===== src/rtl/spi_frame_writer_if.sv =====
// Byte-stream side of the SPI slave plus the pixel BRAM write port, bundled
// for the frame writer. The master modport is the writer, slave is its environment.
interface spi_frame_writer_if #(
  parameter int ADDRESS_WIDTH = 13
) ();
  logic [7:0]               spi_dout;
  logic                     spi_done;
  logic                     spi_selected;
  logic [7:0]               spi_din;
  logic                     mem_we;
  logic [ADDRESS_WIDTH-1:0] mem_waddr;
  logic [7:0]               mem_wdata;
  logic                     frame_latch;

  modport master (
    input  spi_dout, spi_done, spi_selected,
    output spi_din, mem_we, mem_waddr, mem_wdata, frame_latch
  );

  modport slave (
    output spi_dout, spi_done, spi_selected,
    input  spi_din, mem_we, mem_waddr, mem_wdata, frame_latch
  );
endinterface


===== src/rtl/spi_frame_writer.sv =====
// Command packet decoder: streams WRITE payloads into BRAM with range checks,
// pulses frame_latch on LATCH and reports sticky error flags back over SPI.
module spi_frame_writer #(
  parameter int ADDRESS_WIDTH = 13,
  parameter int MEMORY_SIZE   = 7200
) (
  input  logic clk,
  input  logic resetn,
  spi_frame_writer_if.master bus
);
  localparam int PW = ADDRESS_WIDTH + 1;
  localparam logic [PW-1:0] PTR_LIMIT  = PW'(MEMORY_SIZE);
  localparam logic [15:0]   ADDR_LIMIT = 16'(MEMORY_SIZE);

  typedef enum logic [2:0] {
    IDLE, CMD, ADDR_HI, ADDR_LO, DATA, IGNORE
  } state_t;

  state_t                   state_q, state_d;
  logic [7:0]               addr_hi_q, addr_hi_d;
  logic [PW-1:0]            ptr_q, ptr_d;
  logic                     err_cmd_q, err_cmd_d;
  logic                     err_range_q, err_range_d;
  logic [7:0]               spi_din_q, spi_din_d;
  logic                     mem_we_q, mem_we_d;
  logic [ADDRESS_WIDTH-1:0] mem_waddr_q, mem_waddr_d;
  logic [7:0]               mem_wdata_q, mem_wdata_d;
  logic                     frame_latch_q, frame_latch_d;
  logic [15:0]              addr16;

  assign addr16 = {addr_hi_q, bus.spi_dout};

  always_comb begin
    state_d       = state_q;
    addr_hi_d     = addr_hi_q;
    ptr_d         = ptr_q;
    err_cmd_d     = err_cmd_q;
    err_range_d   = err_range_q;
    mem_we_d      = 1'b0;
    mem_waddr_d   = mem_waddr_q;
    mem_wdata_d   = mem_wdata_q;
    frame_latch_d = 1'b0;
    // Status mirrors the flags one cycle late, as the slave preloads it.
    spi_din_d     = {6'b0, err_cmd_q, err_range_q};

    // Deselect wins over a coincident strobe: the byte is dropped.
    if (!bus.spi_selected) begin
      state_d = IDLE;
    end else begin
      case (state_q)
        IDLE: state_d = CMD;
        CMD: begin
          if (bus.spi_done) begin
            case (bus.spi_dout)
              8'h00: state_d = IGNORE;
              8'h01: state_d = ADDR_HI;
              8'h02: begin
                frame_latch_d = 1'b1;
                state_d       = IGNORE;
              end
              8'h03: begin
                err_cmd_d   = 1'b0;
                err_range_d = 1'b0;
                state_d     = IGNORE;
              end
              default: begin
                err_cmd_d = 1'b1;
                state_d   = IGNORE;
              end
            endcase
          end
        end
        ADDR_HI: begin
          if (bus.spi_done) begin
            addr_hi_d = bus.spi_dout;
            state_d   = ADDR_LO;
          end
        end
        ADDR_LO: begin
          if (bus.spi_done) begin
            if (addr16 >= ADDR_LIMIT) begin
              err_range_d = 1'b1;
              state_d     = IGNORE;
            end else begin
              ptr_d   = PW'(addr16);
              state_d = DATA;
            end
          end
        end
        DATA: begin
          // ptr stops at the limit, so overflow bytes keep flagging instead of wrapping.
          if (bus.spi_done) begin
            if (ptr_q < PTR_LIMIT) begin
              mem_we_d    = 1'b1;
              mem_waddr_d = ptr_q[ADDRESS_WIDTH-1:0];
              mem_wdata_d = bus.spi_dout;
              ptr_d       = ptr_q + 1'b1;
            end else begin
              err_range_d = 1'b1;
            end
          end
        end
        IGNORE:  state_d = IGNORE;
        default: state_d = IDLE;
      endcase
    end
  end

  always_ff @(posedge clk or negedge resetn) begin
    if (!resetn) begin
      state_q       <= IDLE;
      addr_hi_q     <= '0;
      ptr_q         <= '0;
      err_cmd_q     <= 1'b0;
      err_range_q   <= 1'b0;
      spi_din_q     <= '0;
      mem_we_q      <= 1'b0;
      mem_waddr_q   <= '0;
      mem_wdata_q   <= '0;
      frame_latch_q <= 1'b0;
    end else begin
      state_q       <= state_d;
      addr_hi_q     <= addr_hi_d;
      ptr_q         <= ptr_d;
      err_cmd_q     <= err_cmd_d;
      err_range_q   <= err_range_d;
      spi_din_q     <= spi_din_d;
      mem_we_q      <= mem_we_d;
      mem_waddr_q   <= mem_waddr_d;
      mem_wdata_q   <= mem_wdata_d;
      frame_latch_q <= frame_latch_d;
    end
  end

  assign bus.spi_din     = spi_din_q;
  assign bus.mem_we      = mem_we_q;
  assign bus.mem_waddr   = mem_waddr_q;
  assign bus.mem_wdata   = mem_wdata_q;
  assign bus.frame_latch = frame_latch_q;
endmodule


===== src/flat_wrapper.sv =====
// flat-port wrapper written by rule: the top's interface ports become plain ports
module spi_frame_writer_flat 
#(
  parameter int ADDRESS_WIDTH = 13,
  parameter int MEMORY_SIZE   = 7200
)
  (clk, resetn, bus_spi_dout, bus_spi_done, bus_spi_selected, bus_spi_din, bus_mem_we, bus_mem_waddr, bus_mem_wdata, bus_frame_latch);
  spi_frame_writer_if #(.ADDRESS_WIDTH(ADDRESS_WIDTH)) bus_i ();
  input  logic clk;
  input  logic resetn;
  input wire logic [$bits(bus_i.spi_dout)-1:0] bus_spi_dout;
  input wire logic [$bits(bus_i.spi_done)-1:0] bus_spi_done;
  input wire logic [$bits(bus_i.spi_selected)-1:0] bus_spi_selected;
  output wire logic [$bits(bus_i.spi_din)-1:0] bus_spi_din;
  output wire logic [$bits(bus_i.mem_we)-1:0] bus_mem_we;
  output wire logic [$bits(bus_i.mem_waddr)-1:0] bus_mem_waddr;
  output wire logic [$bits(bus_i.mem_wdata)-1:0] bus_mem_wdata;
  output wire logic [$bits(bus_i.frame_latch)-1:0] bus_frame_latch;
  assign bus_i.spi_dout = bus_spi_dout;
  assign bus_i.spi_done = bus_spi_done;
  assign bus_i.spi_selected = bus_spi_selected;
  assign bus_spi_din = bus_i.spi_din;
  assign bus_mem_we = bus_i.mem_we;
  assign bus_mem_waddr = bus_i.mem_waddr;
  assign bus_mem_wdata = bus_i.mem_wdata;
  assign bus_frame_latch = bus_i.frame_latch;
  spi_frame_writer #(.ADDRESS_WIDTH(ADDRESS_WIDTH), .MEMORY_SIZE(MEMORY_SIZE)) u_core (.clk(clk), .resetn(resetn), .bus(bus_i));
endmodule

===== config.mk =====
export PLATFORM = sky130hd
export DESIGN_NAME = spi_frame_writer_flat
export DESIGN_NICKNAME = d
export VERILOG_FILES = /design/src/rtl/spi_frame_writer_if.sv /design/src/rtl/spi_frame_writer.sv /design/src/flat_wrapper.sv
export SDC_FILE = /design/constraint.sdc
export NUM_CORES = 1
export LEC_CHECK = 0
export BUFFER_PORTS_ARGS = -buffer_cell sky130_fd_sc_hd__buf_2
export CORE_MARGIN = 4
export CORE_UTILIZATION = 40
export DETAILED_ROUTE_END_ITERATION = 12
export HOLD_SLACK_MARGIN = 0.08
export MAX_ROUTING_LAYER = met4
export SYNTH_ARGS = -nofsm -noshare
export SYNTH_HDL_FRONTEND = slang
export SYNTH_SLANG_ARGS = --single-unit
export TNS_END_PERCENT = 20

===== constraint.sdc =====
create_clock -name clk -period 4.05 [get_ports clk]
set_clock_uncertainty 0.15 [all_clocks]
set_input_delay 0.2025 -clock clk [delete_from_list [all_inputs] [get_ports clk]]
set_output_delay 0.2025 -clock clk [all_outputs]
set_load 0.05 [all_outputs]

# After elaboration in Yosys (flattened, before gate mapping)
# Index checks and enable logic that the tools add are counted.
# word_totals
register_bits	52
input_bits	12
out_inout_bits	31
wordCells	73
# classes
n_addsub	1
n_lt_le_gt_ge	2
n_eq_ne	20
muxes	28
bitwise_logic	1
n_reduce_logical	11
# ops
cell	count
$mux W14	4
$pmux W14 S2	1
$pmux W3 S6	1
$eq A8 B2 Y1 const B	2
$ge A16 B13 Y1 const B	1
$mux W1	15
$mux W3	5
$add A14 B1 Y14 const B	1
$lt A14 B13 Y1 const B	1
$ne A2 B2 Y1 const B	7
$reduce_and A4 Y1	3
$ne A3 B3 Y1 const B	3
$eq A8 B1 Y1 const B	1
$logic_not A8 Y1	1
$reduce_and A8 Y1	1
$eq A3 B2 Y1 const B	2
$eq A3 B3 Y1 const B	2
$reduce_and A6 Y1	1
$ne A2 B1 Y1 const B	2
$eq A3 B1 Y1 const B	1
$logic_not A3 Y1	1
$pmux W1 S3	1
$reduce_and A3 Y1	1
$reduce_bool A3 Y1	1
other kinds (4)	4

# Longest topological paths before layout
# Gate-level depths: netlist of the first run.
# depth
word_depth	5
mapped_depth	9
depth_no_buf	6

# Worst setup path after synthesis of the first run
# OpenSTA, ideal clock, no wires.
# synth_timing
kind	register to register
start	register u_core.ptr_q[6]
end	register u_core.ptr_q[10]
setup_ns	0.124
arrival_ns	1.809
t_required_ns	3.776
path_slack_ns	1.967
stages_incl_launch_ff	9
path_buffers	3
synth_period_minus_slack_ns	2.083
cell_sequence	dfrtp_1 buf_6 nor4_1 a21boi_1 or4_1 buf_2 buf_6 o2bb2ai_1 o2bb2ai_1
# synth_via
elab_chain_cells	4
word_cells_on_any_way	7
classes_between	add/sub (1); order compare (1); eq/ne (1); mux (3); reduce/logical (1)
# synth_rtl
element	line_no	text
start, declared	spi_frame_writer.sv:21	logic [PW-1:0] ptr_q, ptr_d;
start signal, assigned	spi_frame_writer.sv:124	ptr_q <= ptr_d;
$add A14 B1 Y14	spi_frame_writer.sv:97	ptr_d = ptr_q + 1'b1;
$mux W14	spi_frame_writer.sv:93	if (ptr_q < PTR_LIMIT) begin
$mux W14	spi_frame_writer.sv:92	if (bus.spi_done) begin
$pmux W14 S2	spi_frame_writer.sv:50	case (state_q)
# Parallel ways exist; a longest one is shown, timed or not. The select of a mux whose other input is x is not followed.
# A chain may end at the register's enable or synchronous reset.

# Worst setup path in the final report of the first run
# layout_timing
start	register u_core.state_q[1]
end	register u_core.mem_wdata_q[4] (netlist: u_core.bus.mem_wdata[4])
# layout_via
elab_chain_cells	2
# layout_rtl
element	line_no	text
start, declared	spi_frame_writer.sv:19	state_t state_q, state_d;
start signal, assigned	spi_frame_writer.sv:122	state_q <= state_d;
$eq A3 B3 Y1	spi_frame_writer.sv:50	
$reduce_and A4 Y1 (no line)	--	
end signal, assigned	spi_frame_writer.sv:130	mem_wdata_q <= mem_wdata_d;
end, declared	spi_frame_writer.sv:27	logic [7:0] mem_wdata_q, mem_wdata_d;
# Every way passes these cells.

==> results.md, run 1 <==
- Run status: finished clean
- Count of flip-flops with a built-in enable after synthesis: 0
- Count of standard-cell rows: 28
- Number of nets with antenna violations after routing: 0
- Residual DRC: 0
- Detailed Route Iter0 Violations: 115
- Area of the placeable core: 0.00599 mm^2
- Number of pins exceeding their max-slew limit in the final report: 0
- ANT cells: 0
- Weighted congestion reported at the end of routability-driven placement: 0.844
- Antenna violations before repair: 0
- Rel. slew slack: 55.4%
- WP data required: 4.15 ns
- Data arrival time of the critical path: 3.00 ns
- Largest vdd supply drop: 0.314 mV
- Commonest cells in the synthesized netlist: sky130_fd_sc_hd__nand2_1 (72), sky130_fd_sc_hd__dfrtp_1 (52), sky130_fd_sc_hd__nor2_1 (20)
- Yosys warning total: 0
- Global-route wire length before repair: 9760 um
- Maximum number of pins on one net before global-route repair: 53
- Share of the yosys chip area belonging to registers: 52.0%
- Number of iterations in the first detailed-routing pass: 4
- Share of the clock period used by the worst path: 71.5%
- Count of instances resized after the clock tree is built: 0
- Post-synth cell types: 42
- Initial core utilization: 41.8%
- Layout overhead on the synthesized area: 14.3%
- Number of buffers inserted during clock tree synthesis: 5
- # port buffers: 36
- Hpwl dp: 3790 um
- Summed instance area of the synthesized netlist: 0.00250 mm^2
- Die Ht: 87.1 um
- Post-Place Setup Slack: 1.17 ns
- Instance count of the mapped netlist: 269
- Final design instance area without fill: 0.00286 mm^2
- Number of buffers added to fix hold violations after cts: 11
- Routed wire per std cell: 14.4 um
- Main flop type after synthesis: sky130_fd_sc_hd__dfrtp_1
- Number of cells on the worst reg-to-reg path: 6
- Vias in the first global route: 2030
- Cell area reported after detailed placement: 0.00266 mm^2
- Final worst setup slack: 1.16 ns
- Endpoint kind of the worst setup timing path: register
- Overall global routing resource usage: 16.7%
- Fillcell total: 585
- Post-synth top area cell: sky130_fd_sc_hd__dfrtp_1
- Post-CTS setup repair buffer count: 0
- Startpoint class of the critical path: register
- RSZ-0062 raised after global routing: no
- CTS sink count: 52
- Vias: 2035
- Area contributors post-synth: sky130_fd_sc_hd__dfrtp_1 (52%), sky130_fd_sc_hd__nand2_1 (11%), sky130_fd_sc_hd__mux2_2 (3.6%)
- P per Cell Area: 573 mW/mm^2
- Average via count per standard cell: 5.30
- Mean instance size in the synthesized netlist: 9.31 um^2
- Clock tree from TritonCTS: done
- Fraction of registers with async set or reset after synthesis: 100%
- Clock-pin slew reported for the worst setup and hold paths after clock tree synthesis: 0.10 ns
- Pin slew with the least headroom to its limit: 0.668 ns
- DRT Wirelength: 5550 um
- TNS Setup: 0 ns
- Worst min-delay path class: register to register
- Time the final worst path needs with I/O delays and setup: 2.89 ns
- Die extent in x: 87.1 um
- Cell with the most instances after synthesis: sky130_fd_sc_hd__nand2_1
- Start-to-end type of the worst setup path: register to register
- Total congestion overflow: 0
- Total die area: 0.00759 mm^2
- Clock tree root driver cell: sky130_fd_sc_hd__clkbuf_8
- Clock latency on the worst-skew pair: 0.31 ns
- Post-layout nets: 321
- Leakage power summed over all cells: 1.44 nW
- Share of layout cells above drive strength 1: 18.1%
- Deepest clock path buffer count: 2
- Maximum level of the CTS H-tree: 2
- Count of state elements after synthesis: 52
- Max Cap Violations: 0
- Endpoints failing setup: 0
- Fraction of synthesized cell area taken by the top area cell type: 52.0%
- Number of placed I/O pins: 43
- Max FO, Critical Path: 21
- Register-to-register setup slack: 1.16 ns
- Instance count along the most critical hold path: 0
- Final number of hold-violating endpoints: 0
- Worst hold margin: 0.244 ns
- Fmax: 0.345 GHz
==> power breakdown <==
part | internal, mW | total, mW | switching [mW] | leakage (nW)
combinational | 0.149 | 0.581 | 0.431 | 0.734
sequential | 0.650 | 0.762 | 0.112 | 0.669
clock | 0.123 | 0.296 | 0.172 | 0.0414
==> state kept, by name, summed over array words and instances (netlist names) <==
register,cells
u_core.bus.mem_waddr,13
u_core.addr_hi_q,8
u_core.bus.frame_latch,1
u_core.bus.mem_wdata,8
u_core.bus.mem_we,1
u_core.bus.spi_din,2
u_core.err_cmd_q,1
u_core.err_range_q,1
u_core.ptr_q,14
u_core.state_q,3
==> cells in the final DEF (no fill, tap or decap), drive strengths merged, types with 2 or more instances in the layout <==
master	n
dlygate4sd3	11
a22oi	3
a31oi	7
o22ai	2
dfrtp	52
and3	2
o2bb2ai	2
clkbuf	6
conb	6
o22a	9
buf	38
nand2	72
a211oi	3
and2	3
mux2	8
nor2	20
nand3	8
a41oi	3
a21oi	17
o21ai	4
nor3	10
inv	4
==> final timing paths <==
check,from,to
setup / recovery,u_core.state_q[1],u_core.bus.mem_wdata[4]
hold / removal,u_core.err_cmd_q,u_core.bus.spi_din[1]
setup reg to reg,u_core.state_q[1],u_core.bus.mem_wdata[4]
hold reg to reg,u_core.err_cmd_q,u_core.bus.spi_din[1]
max in group asynchronous,resetn,u_core.bus.mem_waddr[12]
min in group asynchronous,resetn,u_core.bus.mem_waddr[0]
==> critical path: stages, from the launching register on <==
cell and delay (ns):
sky130_fd_sc_hd__dfrtp_1 0.49, sky130_fd_sc_hd__nor2_1 0.16, sky130_fd_sc_hd__nand2_1 0.37, sky130_fd_sc_hd__or4_1 0.83, sky130_fd_sc_hd__inv_1 0.60, sky130_fd_sc_hd__nand2_1 0.15
sky130_fd_sc_hd__nand2_1 0.09
==> cells by family (layout without fill, tap and decap cells) <==
| family | after synthesis | count (layout) | synth area share [%] |
|---|---|---|---|
| AOI/OAI and AO/OA | 57 | 57 | 15.6 |
| adders and majority gates | 1 | 1 | 0.500 |
| buffers and inverters | 26 | 61 | 6.55 |
| DFF | 52 | 52 | 52.0 |
| muxes | 9 | 9 | 4.00 |
| other | 1 | 6 | 0.150 |
| and+or+nand+nor | 123 | 123 | 21.2 |
==> routing by layer <==
metal	wire [um]	global-route usage (%)	vias up
met2	2390	25.6	67
li1	-	-	1002
met1	2810	22.7	961
met5	0	-	-
met4	54	4.60	0
met3	294	3.22	5
==> cell type report <==
type | instances | area, um^2 | share of cell area (%)
sequential | 52 | 1300 | 45.5
multi-input combinational | 196 | 1060 | 36.9
timing repair buffer | 49 | 305 | 10.7
tap | 75 | 93.8 | 3.28
clock buffer | 6 | 72.6 | 2.54
clock inverter | 2 | 16.3 | 0.568
inverter | 4 | 15.0 | 0.525
==> per-stage QoR <==
stage / cells / total power, mW / utilization (%)
floorplan: 274 / 1.21 / -
global placement: 365 / 1.34 / 44.4
detailed placement: 365 / 1.35 / 44.4
CTS: 384 / 1.65 / 47.8
global route: 384 / 1.75 / 47.8
finish: 384 / 1.64 / 47.8
Power figures use the tool's default switching activity.
==> inputs of run 2 (changes only) <==
Settings changed: ABC_AREA set to 1.
Clock period 4.05 ns to 2.9 ns, I/O delays scaled along.
==> results.md, run 2 <==
- Weighted congestion reported at the end of routability-driven placement: 0.866
- Number of placed I/O pins: 43
- Buffers plus inverters on the worst setup path: 4
- Fillcell total: 688
- Count of standard-cell rows: 30
- CTS sink count: 52
- Number of iterations in the first detailed-routing pass: 4
- Largest register by flop count: u_core.ptr_q
- Average via count per standard cell: 4.60
- Cell area reported after detailed placement: 0.00299 mm^2
- Count of flip-flops with a built-in enable after synthesis: 0
- Critical path depth: 9
- Family with the most delay on the worst path: buffers and inverters
- Fmax: 0.472 GHz
- TNS Setup: 0 ns
- Top library cells by usage in the layout, fill and taps aside: sky130_fd_sc_hd__nand2_1 (118), sky130_fd_sc_hd__dfrtp_1 (52), sky130_fd_sc_hd__buf_2 (36)
- Post-Place Setup Slack: 0.807 ns
- Clock-pin slew reported for the worst setup and hold paths after clock tree synthesis: 0.10 ns
- Most used cell along the critical path: sky130_fd_sc_hd__inv_2
- Final worst setup slack: 0.783 ns
- Number of nets with antenna violations after routing: 0
- Cell-by-cell trace of the critical path: inv_2, nand3_4, inv_2, nand3_2, inv_2, nand2_4, inv_1, nand2_1, nand2_1
- Count of state elements after synthesis: 52
- Fraction of synthesized cell area taken by the top area cell type: 46.6%
- Most common library cell in the layout ignoring fill and taps: sky130_fd_sc_hd__nand2_1
- Layout overhead on the synthesized area: 15.3%
- Area of the placeable core: 0.00679 mm^2
- Instance count of the mapped netlist: 350
- Start-to-end type of the worst setup path: register to register
- P per Cell Area: 961 mW/mm^2
- Delay contributed by the slowest stage of the critical path: 0.46 ns
- WP data required: 2.99 ns
- Total die area: 0.00839 mm^2
- Number of buffers inserted during clock tree synthesis: 5
- Startpoint class of the critical path: register
- Yosys warning total: 0
- Total congestion overflow: 0
- Vias in the first global route: 2133
- Number of cells on the worst reg-to-reg path: 9
- Residual DRC: 0
- Post-synth top area cell: sky130_fd_sc_hd__dfrtp_1
- Vias: 2270
- Max FO, Critical Path: 41
- Final core utilization: 47.4%
- Commonest cells in the synthesized netlist: sky130_fd_sc_hd__nand2_1 (118), sky130_fd_sc_hd__dfrtp_1 (52), sky130_fd_sc_hd__inv_1 (31)
- Summed instance area of the synthesized netlist: 0.00280 mm^2
- Fin cells: 493
- Global-route wire length before repair: 10600 um
- Data arrival time of the critical path: 2.21 ns
- Antenna violations before repair: 0
- Run status: finished clean
- Endpoint kind of the worst setup timing path: register
- Die Ht: 91.6 um
- Max FFs per register: 14
- Crit. Startpoint: u_core.state_q[1]
- Initial core utilization: 41.1%
- Detailed Route Iter0 Violations: 183
- Number of pins exceeding their max-slew limit in the final report: 0
- Main flop type after synthesis: sky130_fd_sc_hd__dfrtp_1
- Hpwl dp: 4390 um
- Post-synth cell types: 26
- Overall global routing resource usage: 16.1%
- Endpoints failing setup: 0
- Total power after layout: 3.10 mW
- Final number of hold-violating endpoints: 0
- Reg2Reg Launch Point: u_core.state_q[1]
- Clock tree root driver cell: sky130_fd_sc_hd__clkbuf_8
- Time the final worst path needs with I/O delays and setup: 2.12 ns
- Maximum number of pins on one net before global-route repair: 53
- Area contributors post-synth: sky130_fd_sc_hd__dfrtp_1 (47%), sky130_fd_sc_hd__nand2_1 (16%), sky130_fd_sc_hd__o21ai_2 (8.5%)
- Largest vdd supply drop: 0.455 mV
- Mean instance size in the synthesized netlist: 7.99 um^2
- Critical path destination: u_core.bus.mem_waddr[2]
- Rel. slew slack: 55.4%
- Deepest clock path buffer count: 2
- Final design instance area without fill: 0.00322 mm^2
- Clock tree from TritonCTS: done
- ANT cells: 0
- Routed wire per std cell: 12.4 um
- Worst min-delay path class: register to register
- # port buffers: 36
- Clock latency on the worst-skew pair: 0.30 ns
- Maximum level of the CTS H-tree: 2
- RSZ-0062 raised after global routing: no
- Share of the yosys chip area belonging to registers: 46.6%
- Die extent in x: 91.6 um
- Cell with the most instances after synthesis: sky130_fd_sc_hd__nand2_1
- DRT Wirelength: 6100 um
- Pin slew with the least headroom to its limit: 0.669 ns
- Register-to-register setup slack: 0.78 ns
- Share of the clock period used by the worst path: 73.0%
- Leakage power summed over all cells: 1.61 nW
- Slowest cell on the critical path: sky130_fd_sc_hd__dfrtp_1
- Max Cap Violations: 0
- Fraction of registers with async set or reset after synthesis: 100%
- Placed Cells incl. Taps: 473
- Worst hold margin: 0.232 ns
- Reg-to-reg endpoint: u_core.bus.mem_waddr[2]
- Share of layout cells above drive strength 1: 22.9%
- Post-layout nets: 409
-- run 2: cells by family after synthesis --
| group | Yosys count | share of synthesized area [%] |
|---|---|---|
| adder cells (fa/ha/maj) | 1 | 0.448 |
| AO/OA/AOI/OAI | 57 | 14.1 |
| buffers and inverters | 50 | 9.36 |
| flip-flops | 52 | 46.6 |
| AND/OR/NAND/NOR | 189 | 29.5 |
| other | 1 | 0.134 |
-- run 2: layout make-up --
| cell class | instances | area [um^2] | share of cell area (%) |
|---|---|---|---|
| multi-input combinational | 253 | 1250 | 38.8 |
| sequential | 52 | 1300 | 40.4 |
| tap | 96 | 120 | 3.73 |
| clock inverter | 3 | 42.5 | 1.32 |
| inverter | 35 | 131 | 4.08 |
| clock buffer | 5 | 68.8 | 2.14 |
| timing repair buffer | 49 | 308 | 9.55 |
-- run 2: power breakdown --
group | internal [mW] | leakage, nW | switching, mW
Clock | 0.256 | 0.0541 | 0.247
Sequential | 0.965 | 0.687 | 0.206
Combinational | 0.383 | 0.873 | 1.04
-- run 2: worst min-delay path by stage --
stage	start	to	slack, ns	depth (start not counted)
5_1_grt	u_core.err_cmd_q	u_core.bus.spi_din[1]	0.26	0
3_5_place_dp	resetn	u_core.bus.mem_waddr[4]	0.16	2
3_3_place_gp	resetn	u_core.bus.mem_waddr[3]	0.16	2
2_1_floorplan	resetn	u_core.addr_hi_q[0]	-0.30	0
4_1_cts	u_core.err_cmd_q	u_core.bus.spi_din[1]	0.24	0
6_report	u_core.err_cmd_q	u_core.bus.spi_din[1]	0.23	0
-- run 2: worst reg2reg max path: cells and delay by family, from the launching register on --
family / cells / cell delay, ns
AND/OR/NAND/NOR: 5 / 0.68
flip-flops: 1 / 0.46
buffers and inverters: 4 / 0.77
-- run 2: what timing repair did --
action,in CTS,in global routing
gates resized for setup,0,0
hold buffers,12,0
endpoints found under the hold margin,70,0
setup buffers,0,0
-- run 2: per-layer routing --
layer | part of all wire (%) | wire [um] | global-route usage, %
met5 | 0 | 0 | -
met3 | 4.3 | 261 | 2.57
met4 | 0.49 | 30 | 3.39
met2 | 46 | 2780 | 24.2
met1 | 50 | 3020 | 22.9
==> inputs of run 3 (changes only) <==
Settings changed: ABC_AREA 1 to 0.
Clock period 2.9 ns to 2.1 ns, I/O delays scaled along.
==> results.md, run 3 (synthesis gave the netlist of run 1 again) <==
- Run status: finished clean
- Overall global routing resource usage: 17.3%
- Fmax: 0.477 GHz
- Clock latency on the worst-skew pair: 0.32 ns
- Clock tree from TritonCTS: done
- Clock tree root driver cell: sky130_fd_sc_hd__clkbuf_8
- Count of standard-cell rows: 28
- Maximum level of the CTS H-tree: 2
- Die extent in x: 87.1 um
- Total die area: 0.00759 mm^2
- ANT cells: 0
- Vias: 2128
- Worst min-delay path class: input pin to async pin
- Average via count per standard cell: 5.20
- Die Ht: 87.1 um
- Most common library cell in the layout ignoring fill and taps: sky130_fd_sc_hd__nand2_1
- Switching share of total power: 43.3%
- Area of the multi-input gates: 0.00109 mm^2
- Routed wire per std cell: 15.2 um
- Share of the clock period used by the worst path: 99.9%
- WP data required: 2.15 ns
- Maximum number of pins on one net before global-route repair: 53
- Area of the placeable core: 0.00599 mm^2
- DRT Wirelength: 6210 um
- Share of power burned in combinational logic: 39.1%
- Max FFs per register: 14
- Largest register by flop count: u_core.ptr_q
- Time the final worst path needs with I/O delays and setup: 2.10 ns
- Weighted congestion reported at the end of routability-driven placement: 0.803
- Hpwl dp: 4080 um
- Number of nets with antenna violations after routing: 0
- Startpoint class of the critical path: register
- Clock power frac: 17.6%
- Number of placed I/O pins: 43
- Fillcell total: 586
- Start-to-end type of the worst setup path: register to register
- P per Cell Area: 1050 mW/mm^2
- Number of pins exceeding their max-slew limit in the final report: 0
- Endpoints failing setup: 0
- CTS sink count: 52
- Largest vdd supply drop: 0.701 mV
- Initial core utilization: 41.8%
- Antenna violations before repair: 0
- Deepest clock path buffer count: 2
- Clock-pin slew reported for the worst setup and hold paths after clock tree synthesis: 0.10 ns
- Vias in the first global route: 2036
- RSZ-0062 raised after global routing: yes
- Number of iterations in the first detailed-routing pass: 4
- Post-layout nets: 346
- Residual DRC: 0
- Design internal power: 1.87 mW
- Final number of hold-violating endpoints: 0
- Worst hold margin: 0.159 ns
- Layout overhead on the synthesized area: 25.0%
- Endpoint kind of the worst setup timing path: register
- Seq. cell area: 0.00130 mm^2
- Total congestion overflow: 0
- # port buffers: 36
- Detailed Route Iter0 Violations: 91
- Pin slew with the least headroom to its limit: 0.511 ns
- Data arrival time of the critical path: 2.15 ns
- Share of layout cells above drive strength 1: 26.0%
- Top library cells by usage in the layout, fill and taps aside: sky130_fd_sc_hd__nand2_1 (72), sky130_fd_sc_hd__dfrtp_1 (52), sky130_fd_sc_hd__buf_2 (36)
- Rel. slew slack: 65.7%
- TNS Setup: 0 ns
- Global-route wire length before repair: 10100 um
- Max Cap Violations: 0
- Number of buffers inserted during clock tree synthesis: 5
- Max FO, Critical Path: 8
- Power dissipated by switching net loads: 1.43 mW
- Sequential power share: 43.3%
- Leakage power summed over all cells: 1.59 nW
[run 3: cell count changes in the layout (fill, tap and decap cells not counted), sizes merged, moves of 9 or more]
cell	change
inv	-31
o21ai	-47
nand2	-55
o22a	+9
a21oi	+15
nor2	-9
nand3	-17
buf	+25
[run 3: worst max-delay path: stages, from the launching register on]
cell and delay [ns]:
sky130_fd_sc_hd__dfrtp_1 0.42, sky130_fd_sc_hd__nor4_2 0.29, sky130_fd_sc_hd__a21boi_1 0.12, sky130_fd_sc_hd__or4_4 0.47, sky130_fd_sc_hd__and2_4 0.23, sky130_fd_sc_hd__buf_6 0.14, sky130_fd_sc_hd__o22a_1 0.18
[run 3: power by group through the flow]
| stage | sequential (mW) | clock [mW] | combinational (mW) |
|---|---|---|---|
| finish | 1.43 | 0.580 | 1.29 |
| global route | 1.46 | 0.639 | 1.38 |
| CTS | 1.43 | 0.605 | 1.28 |
| detailed placement | 1.44 | 0 | 1.26 |
| global placement | 1.43 | 0 | 1.26 |
| floorplan | 1.97 | 0 | 0.359 |
[run 3: what timing repair did]
action                                 4_1_cts  5_1_grt
pin swaps                                    0        8
hold buffers                                12        0
endpoints found under the hold margin       74        0
setup buffers                                0        3
setup endpoints to repair                   26       31
gates cloned                                 0        1
resized for setup                            3       18
[run 3: worst paths after layout]
path | startpoint | to | slack, ns | depth (start not counted)
max | u_core.ptr_q[5] | u_core.ptr_q[2] | 0.002 | 6
min in group clk | u_core.err_cmd_q | u_core.bus.spi_din[1] | 0.24 | 0
min | resetn | u_core.bus.mem_waddr[10] | 0.16 | 3
max in group asynchronous | resetn | u_core.bus.mem_waddr[8] | 1.41 | 3
max reg2reg | u_core.ptr_q[5] | u_core.ptr_q[2] | 0.002 | 6
min reg2reg | u_core.err_cmd_q | u_core.bus.spi_din[1] | 0.24 | 0
[run 3: layer usage]
layer	global-route usage, %	wire [um]	vias to the layer above	share of wire (%)
met3	4.07	274	8	4.4
met5	-	0	-	0
li1	-	-	1047	-
met2	26.2	2960	45	48
met4	4.32	75	0	1.2
met1	23.7	2900	1028	47
[run 3: area by class of cell]
cell class | count | area share [%]
sequential | 52 | 41.6
multi-input combinational | 196 | 34.7
timing repair buffer | 74 | 17.2
tap | 75 | 3.00
clock buffer | 6 | 2.32
inverter | 4 | 0.640
clock inverter | 2 | 0.520
[run 3: through the flow]
stage               setup WS [ns]  utilization, %  power [mW]  instances  cell area, um^2
global placement         -0.00387            47.2        2.69        385             2830
floorplan                  0.0166               -        2.33        274             2520
CTS                     -0.000618            50.9        3.32        405             3050
detailed placement        -0.0860            47.2        2.70        385             2830
finish                    0.00247            52.2        3.29        409             3130
global route              -0.0666            52.2        3.49        409             3130
